`src/rtl/axi_rd_beat_gen.sv`:
```
// Consumer of the AXI read-length FIFO: pops one arlen per burst and streams exactly
// arlen+1 memory beats onto the AXI R channel through a single output register.
module axi_rd_beat_gen #(
  parameter int unsigned DATA_W = 64
) (
  input  logic              clk,
  input  logic              rst,
  input  logic              arlen_fifo_empty,
  input  logic [7:0]        arlen_fifo_dout,
  output logic              arlen_fifo_rd,
  input  logic              rd_data_valid,
  input  logic [DATA_W-1:0] rd_data,
  output logic              rd_data_ready,
  output logic              axi_s_rvalid,
  output logic [DATA_W-1:0] axi_s_rdata,
  output logic              axi_s_rlast,
  input  logic              axi_s_rready,
  output logic              busy,
  output logic              burst_done
);

  typedef enum logic [0:0] {StIdle, StBurst} state_e;

  state_e     state_q, state_d;
  logic [7:0] len_q;
  logic [8:0] beat_cnt_q;  // 9 bits so arlen=255 reaches 255 without wrapping
  logic       out_free;
  logic       load;
  logic       last_beat;
  logic       r_hs;

  assign out_free  = !axi_s_rvalid || axi_s_rready;
  assign load      = rd_data_valid && rd_data_ready;
  assign last_beat = (beat_cnt_q == {1'b0, len_q});
  assign r_hs      = axi_s_rvalid && axi_s_rready;

  always_ff @(posedge clk or posedge rst) begin
    if (rst) begin
      state_q <= StIdle;
    end else begin
      state_q <= state_d;
    end
  end

  always_comb begin
    state_d = state_q;
    case (state_q)
      StIdle:  if (arlen_fifo_rd) state_d = StBurst;
      StBurst: if (load && last_beat) state_d = StIdle;
      default: state_d = StIdle;
    endcase
  end

  // Gated by rst so no pop or accept can leak out while reset is held.
  always_comb begin
    arlen_fifo_rd = 1'b0;
    rd_data_ready = 1'b0;
    busy          = 1'b0;
    if (!rst) begin
      case (state_q)
        StIdle:  arlen_fifo_rd = !arlen_fifo_empty;
        StBurst: begin
          busy          = 1'b1;
          rd_data_ready = out_free;
        end
        default: ;
      endcase
    end
  end

  always_ff @(posedge clk or posedge rst) begin
    if (rst) begin
      len_q        <= 8'd0;
      beat_cnt_q   <= 9'd0;
      axi_s_rvalid <= 1'b0;
      axi_s_rlast  <= 1'b0;
      axi_s_rdata  <= '0;
      burst_done   <= 1'b0;
    end else begin
      burst_done <= r_hs && axi_s_rlast;
      if (arlen_fifo_rd) begin
        len_q      <= arlen_fifo_dout;
        beat_cnt_q <= 9'd0;
      end
      // A load in the same cycle as a drain wins, keeping rvalid high.
      if (load) begin
        axi_s_rdata  <= rd_data;
        axi_s_rvalid <= 1'b1;
        axi_s_rlast  <= last_beat;
        beat_cnt_q   <= beat_cnt_q + 9'd1;
      end else if (r_hs) begin
        axi_s_rvalid <= 1'b0;
        axi_s_rlast  <= 1'b0;
      end
    end
  end

endmodule

```
`config.mk`:
```
export PLATFORM = sky130hd
export DESIGN_NAME = axi_rd_beat_gen
export DESIGN_NICKNAME = d
export VERILOG_FILES = /design/src/rtl/axi_rd_beat_gen.sv
export SDC_FILE = /design/constraint.sdc
export NUM_CORES = 1
export LEC_CHECK = 0
export CAP_MARGIN = 10
export CORE_MARGIN = 2
export CORE_UTILIZATION = 42
export DETAILED_ROUTE_END_ITERATION = 16
export PLACE_DENSITY = 0.79
export SLEW_MARGIN = 10
export SYNTH_ARGS = -nofsm -noshare
export SYNTH_HDL_FRONTEND = slang
export SYNTH_SLANG_ARGS = --single-unit
```
`constraint.sdc`:
```
create_clock -name clk -period 3.87 [get_ports clk]
set_clock_uncertainty 0.2 [all_clocks]
set_input_delay 0.9675 -clock clk [delete_from_list [all_inputs] [get_ports clk]]
set_output_delay 0.9675 -clock clk [all_outputs]
set_load 0.03 [all_outputs]
```
==> out/qor.log <==
INFO  clock_network  cts_htree_levels=3
INFO  timing         final_cycle_share=92.5%
INFO  route          drt-pass1-iter-count=4
INFO  timing         setup-violations-final=0
INFO  power_and_ir_drop fin_total_pwr=3.67mW
INFO  finish         syn2layout_area_growth=50.5%
INFO  critical_path  data_required_time_of_the_critical_path=2.70ns
INFO  timing         relSlewSlack=69.6%
INFO  critical_path  critical_setup_path_class=input pin to output port
INFO  clock_network  cts_sinks=85
INFO  yosys          synth_adder_area_share=0.362%
INFO  placement      gpl.final_weighted_congestion=0.769
INFO  timing         hold_viol_final=0
INFO  critical_path  crit_cells=4
INFO  power_and_ir_drop p_leak=2.58nW
INFO  timing         setup_tns=0ns
INFO  floorplan      core_region_area=8090squm
INFO  route          drt-wirelength-per-cell=13.0um
INFO  finish         post_route_cells_drive_above_1_share=5.68%
INFO  timing         final_period_minus_worst_setup_slack=3.58ns
INFO  finish         layout.cells.most_common_list=227 x nand2_1, 145 x clkdlybuf4s50_1, 85 x dfrtp_1, 9 x clkbuf_8, 8 x xor2_1
INFO  timing         worstMarginPinSlew=0.455ns
INFO  finish         finish.cell_count_without_fillers=633
INFO  finish         diodes=0
INFO  route          dr.first_iter.drc_count=104
INFO  yosys          postSynthAreaPerCell=9.11squm
INFO  global_route   antenna_found_initial=0
INFO  yosys          yosysUniqueCellTypes=27
INFO  clock_network  cts_resized=0
INFO  yosys          ys_seq_elements=85
INFO  floorplan      boundaryPins=147
INFO  critical_path  cp_slowest_cell=clkdlybuf4s50_1
INFO  route          via_count=2967
INFO  yosys          main_combinational_cell_family_by_area_after_synthesis=simple AND/OR/NAND/NOR gates
INFO  critical_path  critPathBufInv=2
INFO  critical_path  r2r_end=beat_cnt_q[0]
INFO  critical_path  critPathLaunch=rst
INFO  floorplan      fp.dieH=94.7um
INFO  outcome        outcome=complete, no violations
INFO  timing         finalMaxSlewViolations=0
INFO  yosys          ys.warnings.count=0
INFO  yosys          post_synth_and_or_nand_nor_area_fraction=28.9%
INFO  yosys          postSynthNetCount=457
INFO  placement      place.detailed.instances=618
INFO  finish         mostFrequentLayoutCell=nand2_1
INFO  clock_network  worst_skew_pair.late_latency=0.34ns
INFO  global_route   grt_overflow=0
INFO  global_route   grt.total_usage=18.5%
INFO  floorplan      start_util=42.7%
INFO  clock_network  cts_root_buffer=clkbuf_8
INFO  power_and_ir_drop vdd_drop_max=0.356mV
INFO  critical_path  timing.critical_path.cells=clkdlybuf4s50_1 > nor2b_4 > and2_1 > clkdlybuf4s50_1
INFO  global_route   largest_net_degree_at_the_start_of_global_routing=86
INFO  yosys          synth.area.mux_share=2.21%
INFO  critical_path  cell_with_the_most_instances_on_the_worst_path=clkdlybuf4s50_1
INFO  route          routed_wl=8240um
INFO  worst_hold_path timing.hold.worst.class=flip-flop to flip-flop
INFO  critical_path  worst_setup_path_start_kind=input pin
INFO  clock_network  postCtsSetupBuffers=0
INFO  floorplan      total_die_area=8960squm
INFO  floorplan      core.rowCount=33
INFO  global_route   vias_in_the_first_global_route=2806
INFO  route          via_per_inst=4.69
INFO  timing         holdWs=0.275ns
INFO  placement      dp.final_hpwl=5880um
INFO  clock_network  tritoncts_clock_tree=built
INFO  clock_network  longest_clk_path_bufs=2
INFO  critical_path  worst_path_largest_cell_delay=0.66ns
INFO  clock_network  tritoncts.num_buffers=9
INFO  flow_run       max_cap_violations=0
INFO  placement      port-buffer-count=146
INFO  critical_path  reg2reg_depth=6
INFO  critical_path  critical_path.max_fanout=4
INFO  critical_path  worstReg2RegStart=axi_s_rvalid
INFO  power_and_ir_drop power_per_cell_area=706nW/um^2
INFO  yosys          share_of_the_synthesized_area_in_compound_gates_ao_oa_aoi_oai=0.906%
INFO  critical_path  r2r_slack=1.92ns
INFO  route          residual_antenna_violating_net_count_after_detailed_routing=0
INFO  critical_path  arrival_time_reported_for_the_critical_path_endpoint=2.41ns
INFO  finish         nets=602
INFO  clock_network  clkTransAtPathRegs=0.07ns
INFO  global_route   global_route_wire_length_before_repair=13000um
INFO  critical_path  worstSetupEndpointType=output port
INFO  yosys          synthesis.instances=379
INFO  clock_network  post_cts_hold_buffer_count=0
INFO  timing         max_clock_freq=279MHz
INFO  critical_path  endpoint=rd_data_ready
INFO  yosys          syn-cell-area=3450squm
INFO  yosys          synth-seq-area-share=61.6%
INFO  route          drc_errors=0
INFO  critical_path  cp_top_family=buffers and inverters
INFO  yosys          synth-xor-area-share=2.03%
INFO  timing         grt_setup_unrepaired=no
INFO  floorplan      die_x=94.7um
==> cell usage after synthesis <==
| cell type | number | share of area (%) |
|---|---|---|
| nand2_1 | 227 | 25 |
| dfrtp_1 | 85 | 62 |
| buf_2 | 13 | 1.9 |
| xor2_1 | 8 | 2.0 |
| nand3_1 | 7 | 1.0 |
| mux2i_1 | 5 | 1.4 |
| buf_6 | 4 | 1.3 |
| nor3_1 | 4 | 0.58 |
| and3_1 | 3 | 0.54 |
| buf_4 | 2 | 0.43 |
| inv_1 | 2 | 0.22 |
| nand4_1 | 2 | 0.36 |
| o21ai_0 | 2 | 0.29 |
| or3_1 | 2 | 0.36 |
| a21o_1 | 1 | 0.22 |
| a21oi_1 | 1 | 0.14 |
| and2_1 | 1 | 0.18 |
| ha_1 | 1 | 0.36 |
| inv_2 | 1 | 0.11 |
| mux2_2 | 1 | 0.33 |
| mux2_4 | 1 | 0.43 |
| nand2b_1 | 1 | 0.18 |
| nand4_2 | 1 | 0.36 |
| nor2_1 | 1 | 0.11 |
| nor2b_4 | 1 | 0.40 |
| nor4_1 | 1 | 0.18 |
| o21ai_2 | 1 | 0.25 |
==> flip-flops by register name, summed over array words and instances (netlist names) <==
name / flops
burst_done: 1
beat_cnt_q: 9
axi_s_rdata: 64
axi_s_rlast: 1
axi_s_rvalid: 1
state_q: 1
len_q: 8
==> per-layer routing <==
metal / vias to the layer above / part of all wire (%) / routed length [um] / GRT usage [%]
li1: 1454 / - / - / -
met1: 1407 / 43 / 3520 / 23.8
met2: 94 / 49 / 4010 / 30.7
met3: 12 / 7.1 / 583 / 4.63
met4: 0 / 1.5 / 121 / 6.16
met5: - / 0 / 0 / 0
==> worst min-delay path, delay by kind of cell, from the launching register on <==
| family | cells | cell delay [ns] |
|---|---|---|
| and+or+nand+nor | 2 | 0.11 |
| DFF | 1 | 0.34 |
==> power by group <==
group / leakage, nW / switching (mW) / internal, mW / total (mW)
Clock: 0.103 / 0.300 / 0.361 / 0.661
Sequential: 1.06 / 0.194 / 1.20 / 1.39
Combinational: 1.41 / 0.940 / 0.679 / 1.62
==> cell families (layout without fill, tap and decap cells) <==
| logic type | after synthesis | count (layout) |
|---|---|---|
| AO/OA/AOI/OAI | 5 | 5 |
| XOR/XNOR | 8 | 8 |
| adder cells (fa/ha/maj) | 1 | 1 |
| buffers and inverters | 22 | 171 |
| flip-flops | 85 | 85 |
| multiplexers | 7 | 7 |
| AND/OR/NAND/NOR | 251 | 251 |
==> final cells by class <==
cell class | count | area (sq um)
fillers | 685 | 2900
flip-flops and latches | 85 | 2130
repair buffers | 153 | 1520
multi-input cells | 272 | 1200
clock buffers | 11 | 131
well taps | 105 | 131
clock inverters | 4 | 73.8
inverters | 3 | 12.5
==> worst min-delay path by stage <==
stage                    startpoint               to  cells past startpoint
floorplan             beat_cnt_q[8]    beat_cnt_q[8]                      1
global placement    axi_s_rdata[41]  axi_s_rdata[41]                      2
CTS                 axi_s_rdata[22]  axi_s_rdata[22]                      2
finish              axi_s_rdata[35]  axi_s_rdata[35]                      2
global route        axi_s_rdata[39]  axi_s_rdata[39]                      2
detailed placement  axi_s_rdata[13]  axi_s_rdata[13]                      2
==> through the flow <==
stage / setup slack, ns / util (%) / area [sq um]
detailed placement: 0.287 / 61.7 / 4990
finish: 0.291 / 64.2 / 5200
floorplan: 0.509 / - / 3450
global route: 0.238 / 64.2 / 5200
global placement: 0.279 / 61.7 / 4990
CTS: 0.282 / 64.2 / 5200
Note: power is estimated with default switching activity, not from simulation.
